==> src/rtl/gfx_pkg.sv <==
`default_nettype none
// ============================================================================
//  gfx_pkg
//  Shared constants, capture state encoding and pixel addressing helpers for
//  the LED matrix scan-out path.
//  Revision: 1.0
// ============================================================================
package gfx_pkg;

    localparam int FB_DIM = 8;                 // matrix is FB_DIM x FB_DIM
    localparam int PIX_W  = 4;                 // bits of intensity per pixel
    localparam int NPIX   = FB_DIM * FB_DIM;   // pixels per frame

    typedef enum logic [0:0] {
        CAP_IDLE = 1'b0,
        CAP_RUN  = 1'b1
    } cap_state_t;

    // Pixel k of the stream lands at row k[5:3], column k[2:0].
    function automatic logic [2:0] pix_row(input logic [5:0] idx);
        return idx[5:3];
    endfunction

    function automatic logic [2:0] pix_col(input logic [5:0] idx);
        return idx[2:0];
    endfunction

    function automatic logic [5:0] pix_index(input logic [2:0] row,
                                             input logic [2:0] col);
        return {row, col};
    endfunction

endpackage
`default_nettype wire

==> src/rtl/pwm_row_scanner.sv <==
`default_nettype none
// ============================================================================
//  pwm_row_scanner
//  Row-scanning PWM engine for an 8x8 LED matrix. A prescaler divides the
//  clock into PWM steps; 16 steps make one row dwell; 8 rows make one
//  display frame. The row/column outputs are registered together so they
//  never skew against each other.
//
//  Ports:
//    clk, rst_n          clock, synchronous active-low reset
//    i_row_word          8 x 4-bit intensities of the row being scanned
//                        (column c in bits [4c+3:4c])
//    o_row_addr          row whose intensities must be presented on i_row_word
//    o_frame_boundary    high in the last cycle of row 7's dwell
//    o_row_sel           one-hot row drive (registered)
//    o_col_data          column drive, bit c = column c (registered)
//  Revision: 1.0
// ============================================================================
module pwm_row_scanner
    import gfx_pkg::*;
#(
    parameter int PRESCALE = 1
) (
    input  logic                      clk,
    input  logic                      rst_n,
    input  logic [FB_DIM*PIX_W-1:0]   i_row_word,
    output logic [2:0]                o_row_addr,
    output logic                      o_frame_boundary,
    output logic [FB_DIM-1:0]         o_row_sel,
    output logic [FB_DIM-1:0]         o_col_data
);

    localparam logic [7:0] C_PRE_MAX = 8'(PRESCALE - 1);

    logic [7:0]        r_pre;
    logic [3:0]        r_pwm;
    logic [2:0]        r_row;

    logic              w_step;
    logic              w_row_end;
    logic [FB_DIM-1:0] w_col;

    assign w_step           = (r_pre == C_PRE_MAX);
    assign w_row_end        = w_step && (r_pwm == 4'hF);
    assign o_frame_boundary = w_row_end && (r_row == 3'd7);
    assign o_row_addr       = r_row;

    // A column is lit while its intensity exceeds the current PWM step, so
    // intensity 0 never lights and 15 lights for 15 of 16 steps.
    always_comb begin
        w_col = '0;
        for (int c = 0; c < FB_DIM; c++) begin
            w_col[c] = (i_row_word[c*PIX_W +: PIX_W] > r_pwm);
        end
    end

    always_ff @(posedge clk) begin
        if (!rst_n) begin
            r_pre      <= '0;
            r_pwm      <= '0;
            r_row      <= '0;
            o_row_sel  <= 8'h01;
            o_col_data <= '0;
        end else begin
            r_pre <= w_step ? 8'd0 : r_pre + 8'd1;
            if (w_step) begin
                r_pwm <= r_pwm + 4'd1;
            end
            if (w_row_end) begin
                r_row <= r_row + 3'd1;
            end
            o_row_sel  <= 8'h01 << r_row;
            o_col_data <= w_col;
        end
    end

endmodule
`default_nettype wire

==> src/rtl/led_matrix_scanout.sv <==
`default_nettype none
// ============================================================================
//  led_matrix_scanout
//  Captures 64-pixel frames from the graphics processor stream into a back
//  buffer and swaps it to the front at display-frame boundaries; the front
//  buffer is scanned onto an 8x8 LED matrix with 4-bit PWM.
//
//  Ports:
//    clk, rst_n      clock, synchronous active-low reset
//    frame_start     one-cycle pulse; pixels 0..63 follow on the next cycles
//    pixel_data      4-bit pixel intensity
//    row_sel         one-hot row drive, active-high
//    col_data        column drive, active-high, bit c = column c
//    frame_done      one-cycle pulse after a complete frame was captured
//    frame_dropped   one-cycle pulse after a partial capture was abandoned
//  Revision: 1.0
// ============================================================================
module led_matrix_scanout
    import gfx_pkg::*;
#(
    parameter int PRESCALE = 1
) (
    input  logic             clk,
    input  logic             rst_n,
    input  logic             frame_start,
    input  logic [3:0]       pixel_data,
    output logic [7:0]       row_sel,
    output logic [7:0]       col_data,
    output logic             frame_done,
    output logic             frame_dropped
);

    cap_state_t                r_state;
    logic [5:0]                r_pix_cnt;
    logic                      r_pending;
    logic                      r_sel;      // 0: buf0 is front, 1: buf1 is front
    logic                      r_frame_done;
    logic                      r_frame_dropped;
    logic [PIX_W-1:0]          r_buf0 [NPIX];
    logic [PIX_W-1:0]          r_buf1 [NPIX];

    logic [2:0]                w_row_addr;
    logic                      w_boundary;
    logic [FB_DIM*PIX_W-1:0]   w_row_word;
    logic                      w_wr;

    // A frame_start during capture restarts the frame, so that cycle's bus
    // value is not a pixel and is not stored.
    assign w_wr = (r_state == CAP_RUN) && !frame_start;

    assign frame_done    = r_frame_done;
    assign frame_dropped = r_frame_dropped;

    // Front buffer row read for the scanner.
    always_comb begin
        w_row_word = '0;
        for (int c = 0; c < FB_DIM; c++) begin
            w_row_word[c*PIX_W +: PIX_W] = r_sel
                ? r_buf1[pix_index(w_row_addr, 3'(c))]
                : r_buf0[pix_index(w_row_addr, 3'(c))];
        end
    end

    // Capture writes only the back buffer (the one not selected by r_sel).
    always_ff @(posedge clk) begin
        if (!rst_n) begin
            for (int i = 0; i < NPIX; i++) begin
                r_buf0[i] <= '0;
                r_buf1[i] <= '0;
            end
        end else if (w_wr) begin
            if (r_sel) begin
                r_buf0[r_pix_cnt] <= pixel_data;
            end else begin
                r_buf1[r_pix_cnt] <= pixel_data;
            end
        end
    end

    // Capture FSM and buffer swap. The swap is evaluated first so that a
    // capture event in the same cycle has the final say on r_pending.
    always_ff @(posedge clk) begin
        if (!rst_n) begin
            r_state         <= CAP_IDLE;
            r_pix_cnt       <= '0;
            r_pending       <= 1'b0;
            r_sel           <= 1'b0;
            r_frame_done    <= 1'b0;
            r_frame_dropped <= 1'b0;
        end else begin
            r_frame_done    <= 1'b0;
            r_frame_dropped <= 1'b0;

            if (w_boundary && r_pending) begin
                r_sel     <= ~r_sel;
                r_pending <= 1'b0;
            end

            case (r_state)
                CAP_IDLE: begin
                    if (frame_start) begin
                        r_pix_cnt <= '0;
                        r_pending <= 1'b0;
                        r_state   <= CAP_RUN;
                    end
                end
                CAP_RUN: begin
                    if (frame_start) begin
                        r_pix_cnt       <= '0;
                        r_frame_dropped <= 1'b1;
                    end else if (r_pix_cnt == 6'd63) begin
                        r_pix_cnt    <= '0;
                        r_pending    <= 1'b1;
                        r_frame_done <= 1'b1;
                        r_state      <= CAP_IDLE;
                    end else begin
                        r_pix_cnt <= r_pix_cnt + 6'd1;
                    end
                end
                default: r_state <= CAP_IDLE;
            endcase
        end
    end

    pwm_row_scanner #(
        .PRESCALE (PRESCALE)
    ) u_scanner (
        .clk              (clk),
        .rst_n            (rst_n),
        .i_row_word       (w_row_word),
        .o_row_addr       (w_row_addr),
        .o_frame_boundary (w_boundary),
        .o_row_sel        (row_sel),
        .o_col_data       (col_data)
    );

endmodule
`default_nettype wire
==> config.mk <==
export PLATFORM = sky130hd
export DESIGN_NAME = led_matrix_scanout
export DESIGN_NICKNAME = d
export VERILOG_FILES = /design/src/rtl/gfx_pkg.sv /design/src/rtl/pwm_row_scanner.sv /design/src/rtl/led_matrix_scanout.sv
export SDC_FILE = /design/constraint.sdc
export NUM_CORES = 1
export LEC_CHECK = 0
export ABC_AREA = 1
export BUFFER_PORTS_ARGS = -buffer_cell sky130_fd_sc_hd__buf_2
export CAP_MARGIN = 20
export CORE_MARGIN = 8
export CORE_UTILIZATION = 55
export CTS_BUF_LIST = sky130_fd_sc_hd__clkbuf_8
export DETAILED_ROUTE_END_ITERATION = 7
export PLACE_DENSITY = 0.77
export SETUP_SLACK_MARGIN = 0.02
export SYNTH_ARGS = -nofsm -noshare
export SYNTH_HDL_FRONTEND = slang
export SYNTH_SLANG_ARGS = --single-unit
==> constraint.sdc <==
create_clock -name clk -period 2.5 [get_ports clk]
set_input_delay 0.125 -clock clk [delete_from_list [all_inputs] [get_ports clk]]
set_output_delay 0.125 -clock clk [all_outputs]
set_load 0.02 [all_outputs]
==> results.md <==
* Slew Limit Headroom at 43.8%
* Final RePlAce weighted congestion at 0.845
* CP endpoint kind: flip-flop
* Fin. max-slew vios at 0
* Antenna Nets Post-Route at 0
* I/O pin total at 25
* Die area at 59,300 sq um
* Vias in the first global route at 20,757
* H-tree levels at 3
* Commonest non-fill, non-tap cell in the layout: nor2_1
* Number of synthesized flops with an enable pin at 512
* Height of the die at 244 um
* WL per Instance at 19.2 um
* CTS clk-pin slew, worst paths at 0.06 ns
* Post-synthesis compound-gate area fraction at 6.05%
* Worst r2r path cells at 11
* Port Buffer Count at 24
* Clock sinks at 557
* Largest net degree at the start of global routing at 137
* First-pass GRT wire length at 110 mm
* Place WS at 0.285 ns
* Vias at 20,797
* Crit Path Max Fanout at 59
* R2R Setup Slk at 0.21 ns
* Post-synthesis adder-cell area fraction at 1.80%
* Netlist Area Pre-Place at 28,500 sq um
* Largest family of logic cells by synthesized area: simple AND/OR/NAND/NOR gates
* Final nets at 2,965
* Average size of a mapped cell at 10.0 sq um
* Synth Instances at 2,841
* Final worst setup slack at 0.214 ns
* Final period util at 91.4%
* Via density per instance at 5.67
* Total gr overflow at 0
* Period minus WS final at 2.29 ns
* Sequential share of the synthesized area at 57.1%
* YS warnings at 0
* Core ar. at 51,300 sq um
* Status: complete, no violations
* Share of cells above drive strength 1 at 30.1%
* Crit start category: flip-flop
* Crit path DAT at 2.85 ns
* DRC at 0
* XOR/XNOR Fraction of Synth Area at 0.0922%
* Fraction of synthesized area in multiplexers at 0%
* Setup Buffers After CTS at 0
* Row count at 83
* WP data required at 3.06 ns
* Initial Utilization at 55.5%
* TritonRoute pass-1 iters at 6
* Gr usage total at 23.2%
* Critical path endpoint: u_scanner.o_col_data[7]
* Clk_lat worst skew at 0.69 ns
* CTS tree: yes
* Worst-margin pin slew at 0.843 ns
* Filler cells at 3,964
* Pwr Density at 610 nW/um^2
* Kind of critical path: flip-flop to flip-flop
* Area grow syn2layout at 11.0%
* DP HPWL at 43.9 mm
* Mapped Nets at 2,889
* Max Clk Rate at 438 MHz
* Hold Violations, Final at 0
* Commonest cells after routing, fill and taps aside: nor2_1, edfxtp_1, nor2_2, nand2_1, o21ai_0
* Root Driver: clkbuf_8
* Synth Register Bits at 557
* Peak VDD IR at 0.328 mV
* Post-Synth Simple-Gate Area at 30.2%
* Max clock buf depth at 3
* CTS Buf Count at 91
* Synth cell types at 33
* 1st-iter DRT viols at 2,070
* P_leak at 0.0133 uW
* Max-cap violations at 0
* Final setup violating endpoints at 0
* Total Routed Length at 70.3 mm
* Async SR Flop Fraction at 0%
* Dominant synthesized flop cell: edfxtp_1
* Clock Skews at 0.0305 ns
* Hold WC Path Type: input port to flip-flop
* Initial antenna violation count at 2
* Reg-to-reg endpoint: u_scanner.o_col_data[7]
* Die Width at 244 um
* RSZ-0062 raised after global routing: false
* Setup TNS at 0 ns
report_power, final:
group | total, uW | leakage, uW | internal (uW) | switching [uW]
Combinational | 999 | 0.00698 | 241 | 758
Sequential | 10700 | 0.00533 | 10600 | 143
Clock | 7590 | 0.000989 | 3920 | 3670
Total | 19300 | 0.0133 | 14700 | 4570
critical path: stages (launching register included):
cell      delay [ns]
dfxtp_4         0.43
inv_6           0.14
buf_12          0.22
o21ai_0         0.32
nand3_1         0.13
nand3_1         0.10
nand2_1         0.06
ha_1            0.29
inv_1           0.08
nor2_1          0.04
o211ai_1        0.22
a21oi_1         0.10
synthesized netlist by cell type (3+ instances only):
cell type	n	area, sq um
inv_2	5	18.8
nor2_1	542	2030
buf_4	8	60.1
a21oi_1	33	165
nand2_1	299	1120
o211ai_1	53	398
o21ai_0	224	1120
nor3_1	3	15.0
nand3_1	186	931
nand2_4	121	1360
nand4_1	9	56.3
o21ai_1	4	20.0
nor2_2	480	3000
clkbuf_1	90	338
buf_1	27	101
edfxtp_1	512	15400
ha_1	41	513
dfxtp_1	45	901
buf_2	51	255
buf_12	12	240
inv_1	78	293
how the worst min path moves through the flow:
stage | from | endpoint | slack (ns) | cells past startpoint
global route | rst_n | u_scanner.o_row_sel[0] | 0.35 | 3
floorplan | frame_start | r_state | 0.26 | 2
finish | rst_n | u_scanner.o_row_sel[0] | 0.33 | 3
detailed placement | rst_n | u_scanner.o_row_sel[0] | 0.45 | 2
global placement | frame_start | r_state | 0.44 | 3
CTS | rst_n | u_scanner.o_row_sel[0] | 0.28 | 3
metal layers:
layer | track usage (%) | vias to the layer above | routed length, um
li1 | - | 9675 | -
met1 | 29.6 | 9973 | 28100
met2 | 38.4 | 966 | 33600
met3 | 4.49 | 183 | 6110
met4 | 9.85 | 0 | 2450
met5 | 0 | - | 0
final cells by class:
class	count	area (sq um)	share of cell area, %
Clock inverter	67	364	1.15
Clock buffer	98	1350	4.26
Tap cell	680	851	2.69
Multi-Input combinational cell	2010	10900	34.4
Inverter	84	343	1.08
Timing Repair Buffer	173	1560	4.93
Sequential cell	557	16300	51.5
Antenna cell	2	5.00	0.0158
metrics by stage:
step / hold slack [ns] / util [%] / total power, uW / instance area (sq um) / cells
finish: 0.327 / 61.7 / 19300 / 31600 / 3671
CTS: 0.280 / 61.7 / 19300 / 31600 / 3669
detailed placement: 0.450 / 58.2 / 11900 / 29900 / 3498
floorplan: 0.255 / - / 11500 / 28500 / 2841
global placement: 0.438 / 58.2 / 11800 / 29900 / 3498
global route: 0.354 / 61.7 / 19800 / 31600 / 3670
state kept, by name, summed over array words and instances (netlist names), 3 cells and up, named ones only:
name,cells
u_scanner.o_col_data,8
u_scanner.o_row_sel,8
u_scanner.r_pwm,4
u_scanner.r_pre,8
u_scanner.o_row_addr,3
r_buf0,256
r_buf1,256
r_pix_cnt,6
cells by family (layout without fill, tap and decap cells):
| kind of cell | Yosys count | in the layout |
|---|---|---|
| AND/OR/NAND/NOR | 1649 | 1649 |
| flip-flops | 557 | 557 |
| AO/OA/AOI/OAI | 317 | 317 |
| buffers and inverters | 274 | 422 |
| adder cells (fa/ha/maj) | 41 | 41 |
| XOR/XNOR | 3 | 3 |
| other | 0 | 2 |
what timing repair did:
item	in CTS	in global routing
endpoints found under the setup margin	0	1
gates resized for setup	0	1
hold endpoints to repair	149	0
hold buffers	6	0
No activity file was read; power rests on OpenSTA's default activity.
